--- src/rtl/adder_stream.sv ---
// adder_stream: valid/ready front end for the 16-bit adder stage.
// Tags operations through the adder latency and buffers sums in a credit-gated FIFO.
module adder_stream #(
    parameter int LATENCY = 1,
    parameter int DEPTH   = 4
) (
    input  logic        clk,
    input  logic        rst_n,
    input  logic        i_valid,
    output logic        o_ready,
    input  logic [15:0] i_a,
    input  logic [15:0] i_b,
    output logic [15:0] o_add_a,
    output logic [15:0] o_add_b,
    input  logic [16:0] i_add_sum,
    output logic        o_valid,
    input  logic        i_ready,
    output logic [16:0] o_sum
);

    localparam int AW = $clog2(DEPTH);
    localparam int PW = AW + 1;
    localparam int CW = AW + 1;

    logic          accept;
    logic          pop;
    logic          fifo_push;
    logic          fifo_full;
    logic          fifo_empty;

    logic [LATENCY:0] tag_q;
    logic [LATENCY:0] tag_d;

    logic [PW-1:0] wr_ptr_q;
    logic [PW-1:0] wr_ptr_d;
    logic [PW-1:0] rd_ptr_q;
    logic [PW-1:0] rd_ptr_d;

    logic [16:0]   mem_q [DEPTH];

    logic [CW-1:0] total_q;
    logic [CW-1:0] total_d;
    logic          ready_q;
    logic          ready_d;

    logic [15:0]   a_q;
    logic [15:0]   a_d;
    logic [15:0]   b_q;
    logic [15:0]   b_d;

    // Handshake qualifiers and FIFO status, all from registered state.
    always_comb begin
        accept     = i_valid & ready_q;
        fifo_empty = (wr_ptr_q == rd_ptr_q);
        fifo_full  = (wr_ptr_q[AW] != rd_ptr_q[AW])
                   && (wr_ptr_q[AW-1:0] == rd_ptr_q[AW-1:0]);
        pop        = ~fifo_empty & i_ready;
        fifo_push  = tag_q[LATENCY];
    end

    // Operand registers load on accept and otherwise hold.
    always_comb begin
        a_d = a_q;
        b_d = b_q;
        if (accept) begin
            a_d = i_a;
            b_d = i_b;
        end
    end

    // Tag pipe marks which adder outputs belong to accepted operations.
    always_comb begin
        tag_d = {tag_q[LATENCY-1:0], accept};
    end

    // FIFO pointer advance on push and pop.
    always_comb begin
        wr_ptr_d = wr_ptr_q;
        rd_ptr_d = rd_ptr_q;
        if (fifo_push) begin
            wr_ptr_d = wr_ptr_q + PW'(1);
        end
        if (pop) begin
            rd_ptr_d = rd_ptr_q + PW'(1);
        end
    end

    // Credit count of in-flight plus buffered results gates o_ready.
    always_comb begin
        total_d = total_q;
        unique case ({accept, pop})
            2'b10:   total_d = total_q + CW'(1);
            2'b01:   total_d = total_q - CW'(1);
            default: total_d = total_q;
        endcase
        ready_d = (total_d < CW'(DEPTH));
    end

    // Control state: tags, pointers, credits, ready and operands.
    always_ff @(posedge clk or negedge rst_n) begin
        if (!rst_n) begin
            tag_q    <= '0;
            wr_ptr_q <= '0;
            rd_ptr_q <= '0;
            total_q  <= '0;
            ready_q  <= 1'b0;
            a_q      <= '0;
            b_q      <= '0;
        end else begin
            tag_q    <= tag_d;
            wr_ptr_q <= wr_ptr_d;
            rd_ptr_q <= rd_ptr_d;
            total_q  <= total_d;
            ready_q  <= ready_d;
            a_q      <= a_d;
            b_q      <= b_d;
        end
    end

    // Result storage; cleared so the head reads zero after reset.
    always_ff @(posedge clk or negedge rst_n) begin
        if (!rst_n) begin
            for (int i = 0; i < DEPTH; i++) begin
                mem_q[i] <= '0;
            end
        end else if (fifo_push) begin
            mem_q[wr_ptr_q[AW-1:0]] <= i_add_sum;
        end
    end

    assign o_ready = ready_q;
    assign o_add_a = a_q;
    assign o_add_b = b_q;
    assign o_valid = ~fifo_empty;
    assign o_sum   = mem_q[rd_ptr_q[AW-1:0]];

endmodule

--- config.mk ---
export PLATFORM = sky130hd
export DESIGN_NAME = adder_stream
export DESIGN_NICKNAME = d
export VERILOG_FILES = /design/src/rtl/adder_stream.sv
export SDC_FILE = /design/constraint.sdc
export NUM_CORES = 1
export LEC_CHECK = 0
export ABC_AREA = 1
export BUFFER_PORTS_ARGS = -buffer_cell sky130_fd_sc_hd__buf_2
export CORE_ASPECT_RATIO = 1.5
export CORE_MARGIN = 1
export CORE_UTILIZATION = 40
export CTS_CLUSTER_DIAMETER = 100
export DETAILED_ROUTE_END_ITERATION = 6
export REMOVE_ABC_BUFFERS = 1
export SYNTH_ARGS = -nofsm -noshare
export SYNTH_HDL_FRONTEND = slang
export SYNTH_SLANG_ARGS = --single-unit
--- constraint.sdc ---
create_clock -name clk -period 1.95 [get_ports clk]
set_input_delay 0.195 -clock clk [delete_from_list [all_inputs] [get_ports clk]]
set_output_delay 0.195 -clock clk [all_outputs]
set_load 0.01 [all_outputs]
; After elaboration in Yosys (flattened, before gate mapping)
; Index checks and enable logic that the tools add are counted.
; W data, S select, Z words.
[word_totals]
reg_bits = 112
in_bits = 53
output_inout_bits = 51
word_cells = 35
[classes]
addsub = 4
magnitude_cmp = 4
n_eq_ne = 3
mux = 7
bitwise = 5
n_reduce_logical = 1
[op_table]
columns = op, count
row1 = $bwmux W68, 1
row2 = $mux W17, 3
row3 = $bmux W17 S2, 1
row4 = $demux W17 S2, 1
row5 = $add A3 B1 Y3 const B, 3
row6 = $ge A3 B3 Y1 const B, 2
row7 = $not A2 Y3, 2
row8 = $pmux W3 S2, 1
row9 = $eq A3 B3 Y1, 1
row10 = $lt A3 B1 Y1 const B, 1
row11 = $lt A3 B3 Y1 const B, 1
row12 = $sub A3 B1 Y3 const B, 1
row13 = $and A1 B1 Y1, 2
row14 = $eq A2 B1 Y1 const B, 1
row15 = $eq A2 B2 Y1 const B, 1
row16 = $logic_and A1 B1 Y1, 1
row17 = $not A1 Y1, 1

; Logic depth before layout (Yosys ltp)
; Gate-level depths: netlist of run 1.
[logic_depth]
ltp_word = 6
ltp_mapped = 13
ltp_nobuf = 12

; Worst setup path after synthesis of run 1
; No wires, ideal clock.
[synth_path]
path_type = reg-to-reg
start = register rd_ptr_q[0]
end = register ready_q (netlist: o_ready)
setup_time_ps = 121
arrival_ps = 1918
setup_slack_ps = -88
path_stages_with_launch = 14
path_buffers = 1
path_cell_list = dfrtp_1 > buf_6 > inv_6 > nand2_4 > nand2_4 > nand3_4 > nand2_4 > inv_1 > ha_1 > fa_1 > a21oi_1 > o21ai_0 > xor2_1 > inv_1
[synth_between]
elab_chain_len = 6
[synth_lines]
columns = element, line
row1 = from (decl), 36  ; logic [PW-1:0] rd_ptr_q;
row2 = from (signal assigned), 112  ; rd_ptr_q <= rd_ptr_d;
row3 = $eq A3 B3 Y1 (*), 54  ; fifo_empty = (wr_ptr_q == rd_ptr_q);
row4 = $not A1 Y1 (*), -
row5 = via o_valid, 16  ; output logic o_valid,
row6 = $and A1 B1 Y1 (*), 57  ; pop = ~fifo_empty & i_ready;
row7 = via pop, 26  ; logic pop;
row8 = $eq A2 B1 Y1 / $eq A2 B2 Y1 (equally long branches), 91  ; unique case ({accept, pop})
row9 = $pmux W3 S2 (*), 91
row10 = $lt A3 B3 Y1 (*), 96  ; ready_d = (total_d < CW'(DEPTH));
row11 = via ready_d, 44  ; logic ready_d;
row12 = to (signal assigned), 114  ; ready_q <= ready_d;
row13 = to (decl), 43  ; logic ready_q;
; The timed path passes the listed nets; every way through them passes the cells marked *.
; A chain may end at the register's enable or synchronous reset.

; Worst setup path in the final report of run 1
[layout_path]
start = register rd_ptr_q[0]
end = register ready_q (netlist: o_ready)
[layout_between]
elab_chain_len = 6
[layout_lines]
columns = element, line
row1 = $eq A3 B3 Y1 (*), 54
row2 = $not A1 Y1 (*), 57
row3 = $and A1 B1 Y1 (*), 57
row4 = via pop, 26
row5 = $eq A2 B1 Y1 / $eq A2 B2 Y1 (equally long branches), 91
row6 = $pmux W3 S2 (*), 91
row7 = $lt A3 B3 Y1 (*), 96
row8 = via ready_d, 44
; Marked as above.

==> reports/results.ini, run 1 <==
[clocking]
htreeDepth = 3
cts_sinks = 112
numCtsBuffers = 9
cts_tree = built
clockRootBuffer = clkbuf_16
ctsLongestPathBuffers = 2
clock_latency_ps = 350
clk_pin_slew_ps = 70

[cells_and_area]
fin_util = 0.505
regArea_um2 = 2800
area_delta_synth_final_pct = 21.8
fin_nets = 689
final_layout_size_suffix_gt1_frac = 0.246
final_cell_area_um2 = 5860
antennaDiodeCount = 0
mostFrequentLayoutCell = nand2_1
layout_common_cells = nand2_1, dfrtp_1, buf_2
n_fill_cell = 1102
multi_input_area_um2 = 1720

[global_route]
grt.total_usage = 0.187
antenna_found_initial = 0
grt_overflow_total = 0
grt_pass1_wl_um = 18300
grt_pass1_vias = 3712
grt_max_degree = 50

[worst_setup_path]
critPathBufInv = 3
rr_endpoint = o_ready
critPathLaunch = rd_ptr_q[0]
crit_type = reg2reg
crit-reg2reg-launch = rd_ptr_q[0]
path_common_cell = nand2_4
cp_max_fo = 4
cp.arrival_ps = 2100
crit_chain = clkinv_4, nand2_4, nand2_4, nand3_4, nand2_4, inv_1, ha_4, fa_2, a21oi_2, o21ai_1, xor2_1, inv_1
slowest_delay_ps = 450
crit_slowest_cell = dfrtp_2
crit_path_end_kind = register
worst-path-stages = 12
required_ps = 2190
crit_family = adder cells
r2r_setup_slack_ps = 90
startpoint_type = register
ff2ff_path_depth = 12

[hold_path]
hold_path.class = in2reg
min_path_cells = 3
min_from = i_b[8]
hold_path_end = o_add_b[8]

[routing]
wl_per_cell_um = 13.6
antenna_left = 0
dr.pass1.iters = 4
drcViolationCount = 0
vias_per_cell = 4.86
via_count = 3813
drt_iter0_drc = 211
wl_um = 10700

[sta]
setup_viol = 0
rsz0062_at_grt = yes
holdWs_ps = 38.3
worst_slew_pin_slew_ps = 543
fin_crit_ps = 1860
finalHoldViolCount = 0
relSlewSlack = 0.638
fin_setup_tns_ps = 0
slew_viol_final = 0
post-route-period-util = 0.954
max_freq_mhz = 538
skew_ps = 6.74

[floorplanning]
core-area_um2 = 11600
rows = 48
ioPinCount = 104
floorplan.die_area_um2 = 12500
die_x_um = 91.5
initial_core_util = 0.415
die_h_um = 136

[power_and_ir_drop]
ir_drop_uv = 459
power.density_nw_per_um2 = 782
power_mw = 4.58
p_leak_nw = 3.22

[synthesis]
post_synth.cell_area_avg_um2 = 9.16
ys_seq_elements = 112
synth_edf_count = 0
yosys_warnings = 0
synthCells = 525
async_flop_share = 1.00
yosys.cell_types.count = 26
syn-cell-area_um2 = 4810
synthFlopType = dfrtp_1
synth_seq_area_share = 0.583

[placement]
portBuffers = 103
hpwl_um = 6980
placed_area_um2 = 5460
place.gp.congestion = 0.717

[run_status]
status = finished clean

[run]
max_cap_violations = 0

## state kept, by name, indices dropped and copies added (netlist names), named ones only
register and flops:
o_add_a 16, tag_q 2, rd_ptr_q 3, mem_q 68
wr_ptr_q 3, o_add_b 16, o_ready 1, total_q 2
## per-layer routing
metal | vias up | GRT usage | part of all wire
met5 | - | 0 | 0
met4 | 0 | 0.0617 | 0.014
met3 | 9 | 0.0498 | 0.065
met2 | 120 | 0.312 | 0.48
met1 | 1789 | 0.237 | 0.44
li1 | 1895 | - | -
## kinds of logic (layout without fill, tap and decap cells)
group / after synthesis / in the layout / share of synthesized area
AO/OA/AOI/OAI: 122 / 122 / 0.131
XOR/XNOR: 6 / 6 / 0.0125
adder cells (fa/ha/maj): 7 / 7 / 0.0198
buffers and inverters: 56 / 165 / 0.0635
flip-flops: 112 / 112 / 0.583
multiplexers: 1 / 1 / 0.00234
AND/OR/NAND/NOR: 221 / 221 / 0.188
## layout make-up
cell class	count	area share
Clock buffer	9	0.0385
Multi-Input combinational cell	357	0.294
Tap cell	150	0.0321
Sequential cell	112	0.479
Clock inverter	7	0.0216
Timing Repair Buffer	122	0.116
Inverter	27	0.0190
## synth_stat cells, types with 3 or more instances
| master | count | area share |
|---|---|---|
| xor2_1 | 4 | 0.0073 |
| clkbuf_2 | 4 | 0.0042 |
| nand2_1 | 175 | 0.14 |
| buf_2 | 12 | 0.012 |
| nand3_1 | 3 | 0.0031 |
| buf_6 | 6 | 0.014 |
| o22ai_1 | 17 | 0.022 |
| nor2_1 | 34 | 0.027 |
| o21ai_0 | 94 | 0.098 |
| buf_4 | 6 | 0.0094 |
| ha_1 | 6 | 0.016 |
| nand2_4 | 7 | 0.016 |
| inv_1 | 24 | 0.019 |
| o21ai_1 | 10 | 0.010 |
| dfrtp_1 | 112 | 0.58 |
## through the flow
stage / setup slack, ps / instances
global placement: -0.851 / 766
detailed placement: -62.4 / 766
global route: -27.2 / 784
CTS: 5.48 / 784
floorplan: -558 / 496
finish: 90.0 / 784
## how the worst max path moves through the flow
stage	end	slack (ps)
detailed placement	o_ready	-60
finish	o_ready	90
global route	o_ready	-30
floorplan	o_ready	-560
global placement	o_ready	-0.9
CTS	o_ready	5
## worst min-delay path: stages
cell and delay, ps:
buf_2 70, nand2_1 40, nand2_1 40
## where the power goes
part           switching [mW]  leakage (nW)  internal (mW)
logic                  0.0774          1.85         0.0471
clock network           0.860         0.169           1.27
registers                   0          1.20           2.32
total                   0.938          3.22           3.64
## what timing repair did
item / 4_1_cts / 5_1_grt
resized for setup: 4 / 6
buffers inserted: 1 / 0
setup endpoints to repair: 3 / 7
hold buffers: 1 / 0
endpoints found under the hold margin: 36 / 0
pin swaps: 1 / 5
No activity file was read; power rests on OpenSTA's default activity.
==> run 2: changes to the inputs <==
BUFFER_PORTS_ARGS = -buffer_cell sky130_fd_sc_hd__buf_4   (was -buffer_cell sky130_fd_sc_hd__buf_2)
==> reports/results.ini, run 2 (synthesis results as in run 1) <==
[placement]
place.gp.congestion = 0.721  ; +0.50%
portBuffers = 103  ; unchanged
placed_cells = 764  ; -0.26%
hpwl_um = 6680  ; -4.3%

[floorplanning]
ioPinCount = 104  ; unchanged
die_h_um = 136  ; unchanged
rows = 48  ; unchanged
die_x_um = 91.5  ; unchanged
initial_core_util = 0.415  ; unchanged
floorplan.die_area_um2 = 12500  ; unchanged
core-area_um2 = 11600  ; unchanged

[clocking]
ctsLongestPathBuffers = 2  ; unchanged
cts_tree = built
cts_setup_buffers = 0  ; -1
clk_pin_slew_ps = 80  ; about the same
clockRootBuffer = clkbuf_16
numCtsBuffers = 9  ; unchanged
clock_latency_ps = 350  ; about the same
cts_sinks = 112  ; unchanged
htreeDepth = 3  ; unchanged

[worst_setup_path]
cp_max_fo = 34  ; +30
required_ps = 1750  ; -440 ps
critPathBufInv = 2  ; -1
cp.arrival_ps = 1710  ; -390 ps
crit_family = buffers and inverters
crit_type = reg2out
crit_path_end_kind = output port
slowest_delay_ps = 420  ; -30 ps
startpoint_type = register
crit_chain = buf_4, o21ai_0, o22ai_1, buf_4
crit_slowest_cell = dfrtp_2
path_common_cell = buf_4

[power_and_ir_drop]
ir_drop_uv = 441  ; -4.0%
power.density_nw_per_um2 = 715  ; -8.5%
p_leak_nw = 3.24  ; +0.73%

[routing]
drcViolationCount = 0  ; unchanged
wl_per_cell_um = 13.7  ; +0.76%
wl_um = 10700  ; +0.24%
via_count = 3768  ; -1.2%
dr.pass1.iters = 4  ; unchanged
drt_iter0_drc = 172  ; -18%
vias_per_cell = 4.83  ; -0.67%
antenna_left = 0  ; unchanged

[cells_and_area]
fin_util = 0.520  ; +0.0150
final_layout_size_suffix_gt1_frac = 0.243  ; -0.00320
largest_reg_flops = 68  ; unchanged
stdcell_count = 780  ; -0.51%
mostFrequentLayoutCell = nand2_1
top_register = mem_q
fin_nets = 686  ; -0.44%
antennaDiodeCount = 0  ; unchanged
area_delta_synth_final_pct = 25.4
layout_common_cells = nand2_1, buf_4, dfrtp_1

[global_route]
grt.total_usage = 0.183  ; -0.00486
antenna_found_initial = 0  ; unchanged
grt_pass1_wl_um = 17700  ; -2.8%
grt_max_degree = 113  ; +130%
grt_overflow_total = 0  ; unchanged
grt_pass1_vias = 3703  ; -0.24%

[hold_path]
hold_path.class = in2reg

[sta]
slew_viol_final = 0  ; unchanged
setup_viol = 0  ; unchanged
skew_ps = 10.1  ; +3.35 ps
max_freq_mhz = 526  ; -2.1%
rsz0062_at_grt = yes
finalHoldViolCount = 0  ; unchanged
worst_slew_pin_slew_ps = 618  ; +74.9 ps
post-route-period-util = 0.974  ; +0.0206
fin_crit_ps = 1900  ; +40.2 ps
relSlewSlack = 0.588  ; -0.0499

[run_status]
status = finished clean

[run]
max_cap_violations = 0  ; unchanged

-- run 2: per-stage QoR --
stage	setup slack, ps	hold WS, ps	setup TNS (ps)	total power, mW	area (µm²)
after CTS	10.8	23.9	0	4.38	6010
after global routing	-32.2	33.9	-83.4	4.46	6030
after floorplan	-558	-101	-1620	2.38	4610
final	49.8	34.6	0	4.31	6030
after global placement	8.65	317	0	2.52	5700
after detailed placement	-46.2	334	-46.2	2.52	5700
-- run 2: where the power goes --
| part | switching, mW | internal (mW) |
|---|---|---|
| combinational | 0.0750 | 0.0726 |
| sequential | 0 | 2.32 |
| clock | 0.846 | 0.999 |
| total | 0.921 | 3.39 |
-- run 2: timing repair --
item,4_1_cts,5_1_grt
hold buffers,1,0
pin swaps,1,3
setup endpoints to repair,7,11
resized for setup,4,6
endpoints found under the hold margin,112,0
-- run 2: path summary, 6_finish.rpt --
path / from / to / slack (ps) / cells past startpoint
min reg2reg: tag_q[0] / tag_q[1] / 350 / 0
max reg2reg: rd_ptr_q[0] / o_ready / 100 / 12
min: i_b[10] / o_add_b[10] / 30 / 3
min in group asynchronous: rst_n / o_add_a[13] / 430 / 3
max: rd_ptr_q[0] / o_sum[1] / 50 / 4
max in group asynchronous: rst_n / rd_ptr_q[0] / 1030 / 3
-- run 2: area by class of cell --
class	count	area, µm²
clock buffer	9	225
clock inverter	6	70.1
fill	1101	5560
inverter	27	109
multi-input combinational	357	1720
sequential	112	2800
tap	150	188
timing repair buffer	119	912
-- run 2: metal layers --
metal	wire, µm	up-vias	track usage
met2	5250	118	0.316
met3	646	11	0.0369
met5	0	-	0
met1	4610	1755	0.218
li1	-	1884	-
met4	195	0	0.0829
-- run 2: worst register-to-register path, stage by stage, from the launching register on --
cell and delay (ps):
dfrtp_2 450, clkinv_4 70, nand2_4 50, nand2_4 60
nand3_4 80, nand2_4 70, inv_2 40, ha_4 150
fa_2 360, a21oi_2 110, o21ai_1 80, xor2_1 170
inv_1 60
